<file path="src/rtl/sha256_padder.sv">
`default_nettype none
// ============================================================================
// Module   : sha256_padder
// Purpose  : Byte-serial message padder. Builds padded 512-bit SHA-256 blocks
//            (0x80 marker, zero fill, 64-bit bit length) and flags each block
//            as first/last of its message. Optional block/message counters
//            are enabled with SHA256_PADDER_STATS_EN.
// Revision : 1.0
// ============================================================================
module sha256_padder #(
  parameter int LENW = 64,
  parameter int CNTW = 16
) (
  input  logic             CLK,
  input  logic             RST,
  input  logic [7:0]       DIN,
  input  logic             DVALID,
  input  logic             DLAST,
  output logic             DREADY,
  output logic [511:0]     BLOCK,
  output logic             BVALID,
  input  logic             BREADY,
  output logic             BFIRST,
`ifdef SHA256_PADDER_STATS_EN
  output logic             BLAST,
  output logic [CNTW-1:0]  BLKCNT,
  output logic [CNTW-1:0]  MSGCNT
`else
  output logic             BLAST
`endif
);

  typedef enum logic [1:0] {
    FILL   = 2'd0,
    PAD    = 2'd1,
    LENBLK = 2'd2,
    EMIT   = 2'd3
  } state_t;

  typedef enum logic [1:0] {
    P_NONE = 2'd0,
    P_PAD  = 2'd1,
    P_LEN  = 2'd2
  } pend_t;

  state_t           r_state, w_next;
  pend_t            r_pend;
  logic [5:0]       r_idx;
  logic [LENW-1:0]  r_len;
  logic [511:0]     r_block, w_wr_blk, w_pad_blk;
  logic             r_first, r_last;
  logic [63:0]      w_len64;
  logic             w_short;

  assign w_len64 = 64'(r_len);
  assign w_short = (r_idx <= 6'd55);

  assign DREADY = (r_state == FILL);
  assign BVALID = (r_state == EMIT);
  assign BLOCK  = r_block;
  assign BFIRST = r_first;
  assign BLAST  = r_last;

  // Byte 0 sits in the top byte lane, so lane i occupies [511-8i -: 8].
  always_comb begin
    w_wr_blk = r_block;
    for (int i = 0; i < 64; i++) begin
      if (r_idx == 6'(i)) w_wr_blk[511-8*i -: 8] = DIN;
    end
  end

  always_comb begin
    w_pad_blk = r_block;
    for (int i = 0; i < 64; i++) begin
      if (r_idx == 6'(i))     w_pad_blk[511-8*i -: 8] = 8'h80;
      else if (6'(i) > r_idx) w_pad_blk[511-8*i -: 8] = 8'h00;
    end
    if (w_short) w_pad_blk[63:0] = w_len64;
  end

  always_ff @(posedge CLK or posedge RST) begin
    if (RST) r_state <= FILL;
    else     r_state <= w_next;
  end

  always_comb begin
    w_next = r_state;
    case (r_state)
      FILL: begin
        if (DVALID) begin
          if (r_idx == 6'd63) w_next = EMIT;
          else if (DLAST)     w_next = PAD;
        end
      end
      PAD:    w_next = EMIT;
      LENBLK: w_next = EMIT;
      EMIT: begin
        if (BREADY) begin
          case (r_pend)
            P_PAD:   w_next = PAD;
            P_LEN:   w_next = LENBLK;
            default: w_next = FILL;
          endcase
        end
      end
      default: w_next = FILL;
    endcase
  end

  always_ff @(posedge CLK or posedge RST) begin
    if (RST) begin
      r_idx   <= 6'd0;
      r_len   <= '0;
      r_block <= '0;
      r_pend  <= P_NONE;
      r_first <= 1'b1;
      r_last  <= 1'b0;
    end else begin
      case (r_state)
        FILL: begin
          if (DVALID) begin
            r_block <= w_wr_blk;
            r_idx   <= r_idx + 6'd1;
            r_len   <= r_len + LENW'(8);
            if (r_idx == 6'd63) r_pend <= DLAST ? P_PAD : P_NONE;
          end
        end
        PAD: begin
          r_block <= w_pad_blk;
          r_last  <= w_short;
          r_pend  <= w_short ? P_NONE : P_LEN;
        end
        LENBLK: begin
          r_block <= {448'd0, w_len64};
          r_last  <= 1'b1;
          r_pend  <= P_NONE;
        end
        EMIT: begin
          if (BREADY) begin
            r_idx   <= 6'd0;
            r_block <= '0;
            r_last  <= 1'b0;
            // A completed message rearms BFIRST and restarts the bit count.
            r_first <= r_last;
            if (r_last) r_len <= '0;
          end
        end
        default: ;
      endcase
    end
  end

`ifdef SHA256_PADDER_STATS_EN
  logic [CNTW-1:0] r_blkcnt, r_msgcnt;

  always_ff @(posedge CLK or posedge RST) begin
    if (RST) begin
      r_blkcnt <= '0;
      r_msgcnt <= '0;
    end else if (BVALID && BREADY) begin
      if (r_blkcnt != '1)           r_blkcnt <= r_blkcnt + CNTW'(1);
      if (r_last && r_msgcnt != '1) r_msgcnt <= r_msgcnt + CNTW'(1);
    end
  end

  assign BLKCNT = r_blkcnt;
  assign MSGCNT = r_msgcnt;
`endif

endmodule
`default_nettype wire

</file>
<file path="config.mk">
export PLATFORM = sky130hd
export DESIGN_NAME = sha256_padder
export DESIGN_NICKNAME = d
export VERILOG_FILES = /design/src/rtl/sha256_padder.sv
export SDC_FILE = /design/constraint.sdc
export NUM_CORES = 1
export LEC_CHECK = 0
export ABC_CLOCK_PERIOD_IN_PS = 40600
export CORE_UTILIZATION = 30
export CTS_CLUSTER_SIZE = 20
export DETAILED_ROUTE_END_ITERATION = 10
export GPL_ROUTABILITY_DRIVEN = 0
export GPL_TIMING_DRIVEN = 0
export HOLD_SLACK_MARGIN = 0.12
export PLACE_DENSITY_LB_ADDON = 0.2
export SLEW_MARGIN = 5
export SYNTH_ARGS = -nofsm -noshare
export SYNTH_HDL_FRONTEND = slang
export SYNTH_SLANG_ARGS = --single-unit
</file>
<file path="constraint.sdc">
create_clock -name CLK -period 40.6 [get_ports CLK]
set_clock_uncertainty 0.2 [all_clocks]
set_input_delay 8.12 -clock CLK [delete_from_list [all_inputs] [get_ports CLK]]
set_output_delay 8.12 -clock CLK [all_outputs]
set_load 0.01 [all_outputs]
</file>
# == Word level (Yosys, flattened, before mapping) ==
# Index checks and enable logic that the tools add are counted.
# classes
mux,216
eq_ne,200
magnitude_cmp,65
n_addsub,2
n_reduce_logical,76
# ops
cell,count
$pmux 512 s4,1
$mux 8,192
$mux 512,2
$reduce_and 4->1,65
$mux 64,4
$eq 6x6->1 const B,32
$gt 6x6->1 const A,32
$ne 3x3->1 const B,56
$ne 2x1->1 const B,66
$pmux 64 s2,1
$eq 6x5->1 const B,16
$gt 5x6->1 const A,16
$add 64x4->64 const B,1
$eq 6x4->1 const B,8
$gt 4x6->1 const A,8
$ne 4x4->1 const B,8
$eq 6x3->1 const B,4
$gt 3x6->1 const A,4
$mux 2,7
$eq 6x2->1 const B,2
$gt 1x6->1 const A,2
$gt 2x6->1 const A,2
$mux 6,2
$pmux 2 s3,2
18 further kinds,26
# word_totals
inputBits,13
elab_cells,629
output_inout_bits,516
regBits,588

# == Depth between registers and ports, before layout ==
# Gate-level depths: netlist of the first run.
# logic_depth
depth_word,5
ltp_mapped,10
mapped_depth_nobuf,7

# == Worst setup path before layout of the first run ==
# Ideal clock, no wire load.
# synth_path
path_type,input to register
startpoint,in BREADY
endpoint,"reg r_block[176], in the netlist BLOCK[176]"
n_path_buf,4
required_time_ps,40275
setup_ps,125
stages,8
path_slack_ps,30561
arrival_time_ps,9715
cell_sequence,nor2b_1 clkbuf_1 nor2_1 clkbuf_1 buf_2 buf_2 o21ai_1 mux2_2
# synth_between
elab_chain_cells,2
# synth_lines
item,line,rtl
from (decl),22,"input logic BREADY,"
$ne 2x1->1 (no line),--,
$reduce_and 4->1 (no line),--,
to (signal assigned),122,r_block <= w_wr_blk;
to (signal assigned),129,r_block <= w_pad_blk;
to (signal assigned),134,"r_block <= {448'd0, w_len64};"
to (decl),50,"logic [511:0] r_block, w_wr_blk, w_pad_blk;"
# Every way passes these cells.
# A chain may end at the register's enable or synchronous reset.

# == Worst setup path after layout of the first run ==
# layout_path
startpoint,in BREADY
endpoint,"reg r_block[261], in the netlist BLOCK[261]"
# The elaborated chain is that of the path after synthesis.

==> out/results.ini, run 1 <==
[synthesis]
synth_compound_area_share_pct=11.8
postSynthCellCount=2155
synthAdderAreaFrac_pct=0.500
syn_area_per_cell_um2=11.6
synth-simple-area-share_pct=10.7
yosysUniqueCellTypes=73
synth_nets=2178
synth_top_family_by_area=multiplexers
synth-edff-count=0
synth-warning-count=0
synth_mux_area_share_pct=14.7
async_flop_share_pct=100
ys_ff_latch=585
ys.flop_type=dfrtp_1
synth_area_mm2=0.0250
synth_xor_area_share_pct=0.910
seq_area_frac_synth_pct=58.5

[clock_tree]
tritoncts=built
cts-root-buf=clkbuf_16
insertion_delay_ns=0.63
cts_buffer_depth=3
post-cts-setup-buffers=0
ctsHoldBuffers=0
cts_made_buffers=68
clock_sinks=585
clk_pin_slew_ns=0.06
cts_resized=0
h-tree-depth=3

[critical_path]
path_common_cell=clkbuf_1
crit_fanout=10
slowest_delay_ns=0.60
path_cells=clkdlybuf4s50_1 -> nor2b_1 -> clkbuf_1 -> nor2_1 -> clkbuf_1 -> clkbuf_1 -> nand3_1 -> mux2_2
crit_required_ns=40.89
critPathSlowestCell=nand3_1
cp.arrival_ns=11.19
crit_path_start_kind=input pin
crit_path_end_kind=register
criticalPathCategory=in2reg

[floorplan]
initial_utilization_pct=30.4
core-area_mm2=0.0824
die_area_mm2=0.0846
ios=529
rows=105
die_h_um=291
die_w_um=291

[min_path]
worst_hold_path_type=reg2reg

[timing]
min_period_ns=10.90
slew_violations=0
setup_viol=0
setup_tns_ns=0
rsz0062_at_grt=false
timing.final.hold_violations=0
clock.fmax_mhz=91.8
period_share_pct=26.8
slew_headroom_pct=17.6
worst_pin_slew_ns=1.24

[placement]
dp_hpwl_mm=72.1
io_buffers=528
dpl_cell_area_mm2=0.0318

[grt]
antenna_found_initial=4
grt_max_degree=117
grt-ovfl-total=0
track_usage_pct=23.1
grt_pass1_wl_mm=144
grt_pass1_vias=20670

[cells_and_area]
area_growth_syn_to_layout_pct=36.0
fin_area_mm2=0.0340
nets=2781
drive_above_1_share_pct=18.7

[status]
status=finished clean

[routing]
avgViaCountPerCell=5.23
drtAntennaViolNets=0
wl_per_cell_um=25.3
route.detailed.drc=0
first_iter_violations=1967
finalWirelength_mm=98.4
vias=20332
first_pass_iters=6

[run]
cap_violations=0

[power]
peakVddDrop_mv=0.0389
powerDensity_mw_per_mm2=80.7
leakage_nw=14.9

-- cell usage after synthesis (4+ instances only) --
| cell type | count | area share [%] |
|---|---|---|
| nor3_1 | 19 | 0.38 |
| nand2b_1 | 6 | 0.15 |
| o21a_1 | 7 | 0.21 |
| a221oi_1 | 8 | 0.28 |
| nor2_2 | 9 | 0.23 |
| nor4_1 | 16 | 0.40 |
| nand2_1 | 205 | 3.1 |
| ha_1 | 10 | 0.50 |
| nand3_1 | 45 | 0.90 |
| a21oi_2 | 9 | 0.32 |
| a22o_1 | 36 | 1.3 |
| inv_1 | 20 | 0.30 |
| a21oi_1 | 131 | 2.6 |
| clkbuf_1 | 112 | 1.7 |
| xor2_1 | 16 | 0.56 |
| a31oi_1 | 15 | 0.38 |
| and2_1 | 17 | 0.43 |
| and4_1 | 8 | 0.28 |
| or2_2 | 10 | 0.25 |
| a21o_1 | 4 | 0.12 |
| o21ai_1 | 24 | 0.48 |
| mux2_2 | 317 | 14 |
| nor2_1 | 96 | 1.4 |
| buf_2 | 38 | 0.76 |
| o2bb2ai_1 | 16 | 0.56 |
| or3_1 | 9 | 0.23 |
| nand4_1 | 31 | 0.78 |
| mux2i_1 | 11 | 0.44 |
| nor2b_1 | 14 | 0.35 |
| or4_1 | 22 | 0.66 |
| buf_1 | 4 | 0.060 |
| dfrtp_1 | 584 | 58 |
| o31ai_1 | 29 | 0.87 |
| xnor2_1 | 10 | 0.35 |
| o21ai_0 | 180 | 3.6 |
| and3_1 | 22 | 0.55 |
-- per-stage QoR --
stage                     instances  hold WS [ns]  power [mW]  utilization (%)  setup slack (ns)
after floorplan                2155         0.290        1.44                -             15.91
final                          3885         0.274        2.75             41.3             29.70
after global placement         3753         0.265        2.13             38.4              9.23
after detailed placement       3758         0.269        2.14             38.6             29.10
after global routing           3880         0.297        2.88             41.3             29.65
after CTS                      3878         0.282        2.77             41.3             29.75
-- report_power, final --
part	leakage [nW]	switching, mW	internal (mW)
clock network	1.09	0.259	0.358
logic	5.85	0.689	0.558
registers	7.96	0.110	0.772
total	14.9	1.06	1.69
-- path summary, 6_finish.rpt --
check | end | cells past startpoint | from | slack [ns]
worst max-delay path | BLOCK[261] | 8 | BREADY | 29.70
worst min-delay path | BLOCK[329] | 2 | BLOCK[329] | 0.27
worst max register to register | BLOCK[58] | 9 | r_state[0] | 36.71
worst min register to register | BLOCK[329] | 2 | BLOCK[329] | 0.27
max in group asynchronous | BLOCK[283] | 5 | RST | 30.50
min in group asynchronous | BLOCK[105] | 2 | RST | 7.76
-- placed cells by master, fill, tap and decap left out, types with 22 or more instances in the layout --
master	Yosys	final
a21oi_1	131	131
a22o_1	36	36
and3_1	22	22
buf_2	38	38
clkbuf_1	112	123
clkbuf_16	0	69
clkdlybuf4s50_1	0	528
dfrtp_1	584	584
mux2_2	317	317
nand2_1	205	205
nand3_1	45	45
nand4_1	31	31
nor2_1	96	96
o21ai_0	180	180
o21ai_1	24	22
o31ai_1	29	29
or4_1	22	22
-- registers in the layout, summed over array words and instances, names as in the netlist --
register	flops
BFIRST	1
BLAST	1
BLOCK	512
r_idx	6
r_len	61
r_pend	2
r_state	2
-- metal layers --
metal  vias up  track usage [%]  routed length, um
met1     10168             28.1              37900
met5         -                0                 13
li1       8939                -                  -
met4         2             9.67               4300
met2       989             38.0              47400
met3       234             6.68               8750
-- critical path, delay by kind of cell --
family | cells | cell delay (ns)
multiplexers | 1 | 0.46
AND/OR/NAND/NOR | 3 | 0.85
buffers and inverters | 4 | 1.73
-- area by class of cell --
class,count,area [um^2]
diodes,7,17.5
clock buffers,90,1910
flip-flops and latches,585,14600
well taps,1070,1340
clock inverters,30,310
plain buffers,157,646
inverters,20,82.6
multi-input cells,1393,9670
fillers,7834,48300
repair buffers,533,5420
-- cells by family after synthesis --
logic type      count (synthesis)
compound gates                487
fa+ha+maj                      10
xor+xnor                       26
buf+inv                       177
mux                           328
simple gates                  542
flops                         585
Note: power is estimated with default switching activity, not from simulation.
==> inputs of run 2 (changes only) <==
- ABC_CLOCK_PERIOD_IN_PS: 40600 -> 10300
- clock period: 40.6 -> 10.3 ns (I/O delays scaled with it)
==> run 2 against run 1 <==
  * Combinational power increased to 3.9 times the previous value
  * Power increased to 3.9 times the previous value
  * Cell count increased by 0.18%
  * First-iteration DRC count decreased by 4.9%
  * Sequential power increased to 3.9 times the previous value
  * Critical endpoint is now BLOCK[263]
  * Largest cell class unchanged
==> out/results.ini, run 2 (same netlist as run 1, synthesis figures left out) <==
[timing]
slew_violations=0  ; unchanged
rsz0062_at_grt=false
hold-worst-slack_ns=0.275  ; +0.00142 ns
timing.final.hold_violations=0  ; unchanged
setup_tns_ns=0  ; unchanged
period_share_pct=47.6
worst_pin_slew_ns=1.24  ; +0.00297 ns
slew_headroom_pct=17.4  ; -0.20 points
clock.fmax_mhz=204
min_period_ns=4.90
setup_viol=0  ; unchanged
setup_slack_ns=5.40  ; -24.30 ns

[critical_path]
crit_required_ns=10.61  ; -30.28 ns
crit_path_end_kind=register
slowest_delay_ns=0.61  ; about the same
cpLargestDelayFamily=buffers and inverters
crit_path_start_kind=input pin
path_buf_inv=4  ; unchanged
crit_fanout=10  ; unchanged
critPathSlowestCell=nand3_1
criticalPathCategory=in2reg
cp.arrival_ns=5.21  ; -5.98 ns
path_cells=clkdlybuf4s50_1 -> nor2b_1 -> clkbuf_1 -> nor2_1 -> clkbuf_1 -> clkbuf_1 -> nand3_1 -> mux2_2
path_common_cell=clkbuf_1

[power]
powerDensity_mw_per_mm2=316  ; +290%
leakage_nw=15.0  ; +0.60%
peakVddDrop_mv=0.157  ; +300%
total_power_mw=10.8  ; +290%

[clock_tree]
h-tree-depth=3  ; unchanged
ctsHoldBuffers=0  ; unchanged
insertion_delay_ns=0.63  ; about the same
cts_buffer_depth=3  ; unchanged
clk_pin_slew_ns=0.06  ; about the same
tritoncts=built
clock_sinks=585  ; unchanged
post-cts-setup-buffers=0  ; unchanged
cts_made_buffers=68  ; unchanged
cts_resized=0  ; unchanged
cts-root-buf=clkbuf_16

[status]
status=finished clean

[cells_and_area]
nets=2793  ; +0.43%
final_cells=3892  ; +0.18%
layout.cells.most_common_list=dfrtp_1 (584), clkdlybuf4s50_1 (528), mux2_2 (317)
layout.cells.most_common=dfrtp_1
fin_area_mm2=0.0342  ; +0.53%
area_growth_syn_to_layout_pct=36.7
fin_util_pct=41.5  ; +0.22 points
n_fill_cell=7785  ; -0.63%
drive_above_1_share_pct=18.8  ; +0.13 points
largest_register_ffs=512  ; unchanged

[routing]
vias=20383  ; +0.25%
finalWirelength_mm=98.1  ; -0.28%
avgViaCountPerCell=5.24  ; about the same
first_pass_iters=7  ; +1
first_iter_violations=1870  ; -4.9%
drtAntennaViolNets=0  ; unchanged
route.detailed.drc=0  ; unchanged
wl_per_cell_um=25.2  ; -0.46%

[grt]
grt_pass1_vias=20705  ; +0.17%
track_usage_pct=22.8  ; -0.24 points
grt-ovfl-total=0  ; unchanged
grt_max_degree=42  ; -64%
antenna_found_initial=3  ; -1
grt_pass1_wl_mm=143  ; -0.64%

[floorplan]
die_h_um=291  ; unchanged
die_w_um=291  ; unchanged
core-area_mm2=0.0824  ; unchanged
rows=105  ; unchanged
die_area_mm2=0.0846  ; unchanged
ios=529  ; unchanged
initial_utilization_pct=30.4  ; unchanged

[placement]
io_buffers=528  ; unchanged
dpl_cell_area_mm2=0.0320  ; +0.64%
dp_hpwl_mm=73.0  ; +1.2%
dp_slack_ns=4.89  ; -24.21 ns
dp.cells=3770  ; +0.32%

[run]
cap_violations=0  ; unchanged

[min_path]
worst_hold_path_type=reg2reg

run 2: cell count changes in the layout (fill, tap and decap cells not counted), sizes merged:
cell / change
bufinv: -1
clkinvlp: -1
buf: +12
clkbuf: +7
inv: -2
clkinv: -3
diode: -5
run 2: metal layers:
layer | global-route usage (%) | vias to the layer above | part of all wire, %
li1 | - | 8931 | -
met1 | 27.9 | 10262 | 39
met2 | 38.2 | 964 | 48
met3 | 5.59 | 226 | 8.0
met4 | 9.91 | 0 | 4.5
met5 | 0 | - | 0
run 2: area by class of cell:
class / count / area (um^2) / area share, %
Multi-Input combinational cell: 1393 / 9670 / 28.3
Sequential cell: 585 / 14600 / 42.8
Clock inverter: 23 / 268 / 0.783
Inverter: 20 / 78.8 / 0.230
Antenna cell: 2 / 5.00 / 0.0146
Tap cell: 1070 / 1340 / 3.91
Buffer: 157 / 646 / 1.89
Timing Repair Buffer: 545 / 5630 / 16.4
Clock buffer: 97 / 1940 / 5.68
run 2: worst paths after layout:
path / start / depth (start not counted) / end / slack [ns]
min reg2reg: BLOCK[328] / 2 / BLOCK[328] / 0.28
min in group asynchronous: RST / 2 / BLOCK[26] / 1.67
max in group asynchronous: RST / 6 / BLOCK[269] / 6.83
max reg2reg: r_state[1] / 9 / BLOCK[59] / 6.27
min: BLOCK[328] / 2 / BLOCK[328] / 0.28
max: BREADY / 8 / BLOCK[263] / 5.40
run 2: power by group:
group,switching (mW),internal [mW]
registers,0.430,3.04
logic,2.73,2.21
clock network,1.02,1.40
total,4.18,6.65
run 2: worst min-delay path, delay by kind of cell (launching register included):
family,cells,cell delay (ns)
simple gates,1,0.04
compound gates,1,0.06
flops,1,0.34
